`src/rtl/sram_port_loader.sv`:
```
// Write-side master for one port of a dual-port RAM: fills the whole RAM with a
// constant, or packs a byte stream little-endian into words at consecutive addresses.
//
// state   | meaning
// S_IDLE  | waiting for clear_start_i / load_start_i
// S_CLEAR | writing the latched fill value to every address
// S_LOAD  | accepting bytes, writing each completed word
// S_FIN   | final load strobe on the bus, done pulse follows
module sram_port_loader #(
  parameter int DATA_WIDTH = 16,
  parameter int ADDR_WIDTH = 10
) (
  input  logic                  clk_i,
  input  logic                  resetn_i,
  input  logic                  clear_start_i,
  input  logic [DATA_WIDTH-1:0] fill_value_i,
  input  logic                  load_start_i,
  input  logic [ADDR_WIDTH-1:0] load_base_i,
  input  logic                  dl_valid_i,
  input  logic [7:0]            dl_data_i,
  input  logic                  dl_last_i,
  output logic                  dl_ready_o,
  output logic [ADDR_WIDTH-1:0] ram_addr_o,
  output logic [DATA_WIDTH-1:0] ram_data_o,
  output logic                  ram_cen_o,
  output logic                  ram_we_o,
  output logic                  busy_o,
  output logic                  done_o,
  output logic                  wrapped_o
);

  localparam int         BYTES    = DATA_WIDTH / 8;
  localparam logic [1:0] LAST_IDX = 2'(BYTES - 1);

  typedef enum logic [1:0] {S_IDLE, S_CLEAR, S_LOAD, S_FIN} state_t;

  state_t                state_q;
  logic [ADDR_WIDTH-1:0] cnt_q;
  logic [1:0]            idx_q;
  logic [DATA_WIDTH-1:0] buf_q;
  logic [DATA_WIDTH-1:0] word_d;
  logic [DATA_WIDTH-1:0] fill_q;
  logic                  dl_ready_q;
  logic [ADDR_WIDTH-1:0] ram_addr_q;
  logic [DATA_WIDTH-1:0] ram_data_q;
  logic                  ram_cen_q;
  logic                  ram_we_q;
  logic                  busy_q;
  logic                  done_q;
  logic                  wrapped_q;
  logic                  accept;
  logic                  word_done;

  // Buffer is zeroed after every write, so a short final word is already padded.
  always_comb begin
    word_d = buf_q;
    for (int b = 0; b < BYTES; b++) begin
      if (idx_q == 2'(b)) word_d[b*8 +: 8] = dl_data_i;
    end
  end

  assign accept    = dl_valid_i && dl_ready_q;
  assign word_done = dl_last_i || (idx_q == LAST_IDX);

  always_ff @(posedge clk_i or negedge resetn_i) begin
    if (!resetn_i) begin
      state_q    <= S_IDLE;
      cnt_q      <= '0;
      idx_q      <= '0;
      buf_q      <= '0;
      fill_q     <= '0;
      dl_ready_q <= 1'b0;
      ram_addr_q <= '0;
      ram_data_q <= '0;
      ram_cen_q  <= 1'b0;
      ram_we_q   <= 1'b0;
      busy_q     <= 1'b0;
      done_q     <= 1'b0;
      wrapped_q  <= 1'b0;
    end else begin
      ram_cen_q <= 1'b0;
      ram_we_q  <= 1'b0;
      done_q    <= 1'b0;
      case (state_q)
        S_IDLE: begin
          if (clear_start_i) begin
            state_q    <= S_CLEAR;
            busy_q     <= 1'b1;
            fill_q     <= fill_value_i;
            ram_cen_q  <= 1'b1;
            ram_we_q   <= 1'b1;
            ram_addr_q <= '0;
            ram_data_q <= fill_value_i;
            cnt_q      <= ADDR_WIDTH'(1);
          end else if (load_start_i) begin
            state_q    <= S_LOAD;
            busy_q     <= 1'b1;
            dl_ready_q <= 1'b1;
            cnt_q      <= load_base_i;
            idx_q      <= '0;
            buf_q      <= '0;
            wrapped_q  <= 1'b0;
          end
        end
        S_CLEAR: begin
          if (cnt_q == '0) begin
            state_q <= S_IDLE;
            busy_q  <= 1'b0;
            done_q  <= 1'b1;
          end else begin
            ram_cen_q  <= 1'b1;
            ram_we_q   <= 1'b1;
            ram_addr_q <= cnt_q;
            ram_data_q <= fill_q;
            cnt_q      <= cnt_q + 1'b1;
          end
        end
        S_LOAD: begin
          if (accept) begin
            if (word_done) begin
              ram_cen_q  <= 1'b1;
              ram_we_q   <= 1'b1;
              ram_addr_q <= cnt_q;
              ram_data_q <= word_d;
              cnt_q      <= cnt_q + 1'b1;
              if (cnt_q == '1) wrapped_q <= 1'b1;
              idx_q      <= '0;
              buf_q      <= '0;
              if (dl_last_i) begin
                state_q    <= S_FIN;
                dl_ready_q <= 1'b0;
              end
            end else begin
              buf_q <= word_d;
              idx_q <= idx_q + 2'd1;
            end
          end
        end
        S_FIN: begin
          state_q <= S_IDLE;
          busy_q  <= 1'b0;
          done_q  <= 1'b1;
        end
        default: state_q <= S_IDLE;
      endcase
    end
  end

  assign dl_ready_o = dl_ready_q;
  assign ram_addr_o = ram_addr_q;
  assign ram_data_o = ram_data_q;
  assign ram_cen_o  = ram_cen_q;
  assign ram_we_o   = ram_we_q;
  assign busy_o     = busy_q;
  assign done_o     = done_q;
  assign wrapped_o  = wrapped_q;

endmodule

```
`config.mk`:
```
export PLATFORM = sky130hd
export DESIGN_NAME = sram_port_loader
export DESIGN_NICKNAME = d
export VERILOG_FILES = /design/src/rtl/sram_port_loader.sv
export SDC_FILE = /design/constraint.sdc
export NUM_CORES = 1
export LEC_CHECK = 0
export BUFFER_PORTS_ARGS = -buffer_cell sky130_fd_sc_hd__buf_4
export CAP_MARGIN = 15
export CORE_MARGIN = 8
export CORE_UTILIZATION = 45
export CTS_BUF_LIST = sky130_fd_sc_hd__clkbuf_16
export CTS_CLUSTER_DIAMETER = 150
export CTS_CLUSTER_SIZE = 12
export DETAILED_ROUTE_END_ITERATION = 10
export PLACE_DENSITY = 0.66
export SLEW_MARGIN = 30
export SYNTH_ARGS = -nofsm -noshare
export SYNTH_HDL_FRONTEND = slang
export SYNTH_SLANG_ARGS = --single-unit
```
`constraint.sdc`:
```
create_clock -name clk_i -period 2.4 [get_ports clk_i]
set_input_delay 0.12 -clock clk_i [delete_from_list [all_inputs] [get_ports clk_i]]
set_output_delay 0.12 -clock clk_i [all_outputs]
set_load 0.1 [all_outputs]
```
==> flow_summary.ini <==
[status]
status = finished, final reports clean

[timing]
worst_slew_pin_slew_ps = 759
setup_slack_ps = 230
period_minus_slack_ps = 2170
rsz0062_at_grt = no
setup_violations = 0
slew_violations = 0
fin_setup_tns_ps = 0
slew_headroom = 0.494
max_freq_ghz = 0.461
hold_viol_final = 0
post-route-period-util = 0.904
fin_skew_ps = 6.51

[floorplan]
initial_core_util = 0.455
row_count = 35
dieWidth_um = 111
fp.dieH_um = 111
ios = 72
die_area_mm2 = 0.0124
core_area_mm2 = 0.00902

[global_routing]
top_usage_layer = met2
grt.overflow.total = 0
grt_use_total = 0.169
gr-usage-met2 = 0.282
grt_max_degree = 78
grt_first_pass_wirelength_mm = 17.2
grtUsageMet3 = 0.0565
grt_pass1_vias = 3361
antenna_found_initial = 0
met1_usage = 0.203

[critical_path]
worstReg2RegEnd = ram_data_o[8]
r2r_start = cnt_q[0]
r2r_slack_ps = 230
crit_path_max_fanout = 26
startpoint_type = flop
worstRegToRegCells = 6
path_class = reg -> reg
worst_ep_required_time_ps = 2610
cp.arrival_ps = 2380
end_kind = flop

[drt]
vias = 3237
routed_wl_mm = 10.4
drt_pass1_iterations = 5
ant_nets = 0
dr.first_iter.drc_count = 192
avgViaCountPerCell = 5.67
wire_per_inst_um = 18.2
drcViolationCount = 0

[logic_synthesis]
async_reset_ff_frac = 1.00
ys_warn_count = 0
synthCells = 382
mappedNetlistNets = 430
synth-seq-cells = 77
synthFlopType = dfrtp_1
synth_area_mm2 = 0.00410
synth_edf_count = 0
avgSynthCellArea_um2 = 10.7
yosysUniqueCellTypes = 50
synth-seq-area-share = 0.470

[final_layout]
drive_gt1_frac = 0.337
final_cell_area_mm2 = 0.00509
layout.nets = 503
instances_no_fill = 571
area_delta_synth_final_pct = 24.0
antenna_cells = 0
final_common_cell = buf_4
most-common-layout-cells = 84 x buf_4, 77 x dfrtp_1, 38 x mux2_2, 30 x nor2_1

[min_path]
whs_path_depth = 2
worstHoldEndpoint = fill_q[7]
hp-start = fill_value_i[7]
min_path_type = in -> reg

[place]
placed_cells_incl_taps = 554
portBuffers = 71
dpl_cell_area_mm2 = 0.00477
dp_slack_ps = 221
hpwl_mm = 7.37
gp_congestion = 0.827

[clocking]
tritoncts = done
cts_buffer_depth = 2
cts_num_sinks = 77
clk_pin_slew_worst_paths_ps = 60
clk_latency_ps = 330
clock-root-buffer = clkbuf_16
htree_levels = 3
cts_buffers = 9

[job]
cap_violations = 0
==> state kept, by name, summed over array words and instances, names as in the netlist, 2 cells and up <==
name	count
buf_q	16
fill_q	16
cnt_q	10
state_q	2
idx_q	2
ram_addr_o	10
ram_data_o	16
==> worst max path at each step <==
stage | startpoint | endpoint | slack (ps) | cells past startpoint
global route | state_q[0] | buf_q[3] | 50 | 6
floorplan | dl_ready_o | cnt_q[7] | 190 | 4
CTS | cnt_q[0] | ram_data_o[8] | 190 | 6
global placement | state_q[0] | cnt_q[0] | 160 | 6
detailed placement | cnt_q[0] | ram_data_o[9] | 220 | 6
finish | cnt_q[0] | ram_data_o[8] | 230 | 6
==> per-layer routing <==
| layer | up-vias | share of wire |
|---|---|---|
| met1 | 1606 | 0.43 |
| met4 | 0 | 0.012 |
| met2 | 90 | 0.50 |
| met5 | - | 0 |
| met3 | 11 | 0.059 |
| li1 | 1530 | - |
==> through the flow <==
stage	util	hold slack, ps
2_1_floorplan	-	-176
3_3_place_gp	0.528	358
3_5_place_dp	0.529	212
4_1_cts	0.564	20.7
5_1_grt	0.564	22.3
6_report	0.564	27.5
==> cell usage after synthesis (all sizes together), types with 2 or more instances <==
| master | instances | area share |
|---|---|---|
| buf | 10 | 0.015 |
| nor4 | 2 | 0.0031 |
| a31o | 2 | 0.0043 |
| nor2 | 30 | 0.027 |
| nor2b | 12 | 0.018 |
| ha | 8 | 0.024 |
| nand4 | 3 | 0.0046 |
| o2bb2ai | 2 | 0.0043 |
| a41oi | 8 | 0.022 |
| mux2i | 8 | 0.020 |
| inv | 20 | 0.018 |
| dfrtp | 77 | 0.47 |
| nand2b | 6 | 0.0092 |
| nand2 | 19 | 0.017 |
| clkbuf | 14 | 0.013 |
| nor3b | 5 | 0.0092 |
| a22o | 9 | 0.019 |
| nand3 | 20 | 0.027 |
| a31oi | 4 | 0.0061 |
| and2 | 2 | 0.0031 |
| o21ai | 11 | 0.013 |
| mux2 | 50 | 0.15 |
| a22oi | 19 | 0.035 |
| o211ai | 3 | 0.0055 |
| a21oi | 22 | 0.027 |
==> repair_timing <==
item | in CTS | in global routing
buffers inserted | 0 | 0
gates resized for setup | 0 | 0
hold buffers | 1 | 0
hold endpoints to repair | 77 | 0
==> layout make-up <==
cell class | count | area [um2]
Inverter | 20 | 75.1
Clock inverter | 7 | 82.6
Multi-Input combinational cell | 261 | 1990
Sequential cell | 77 | 1930
Clock buffer | 9 | 225
Tap cell | 111 | 139
Timing Repair Buffer | 86 | 652
Fill cell | 787 | 3930
==> cells by family (layout without fill, tap and decap cells) <==
logic type                 Yosys count  count (layout)  share of synthesized area
AOI/OAI and AO/OA                   88              88                      0.152
buffers and inverters               44             122                     0.0467
and+or+nand+nor                    107             107                      0.139
DFF                                 77              77                      0.470
muxes                               58              58                      0.168
adders and majority gates            8               8                     0.0244
==> worst max-delay path, cell delays in order, from the launching register on <==
cell and delay, ps:
dfrtp_1 410, inv_1 90, ha_1 210, nor4b_4 140, a41oi_4 270, nand3_4 450
mux2_4 460
Power is left out: the tool's default activity adds up to more than one toggle a clock period on the data nets, which glitch-free logic cannot reach.
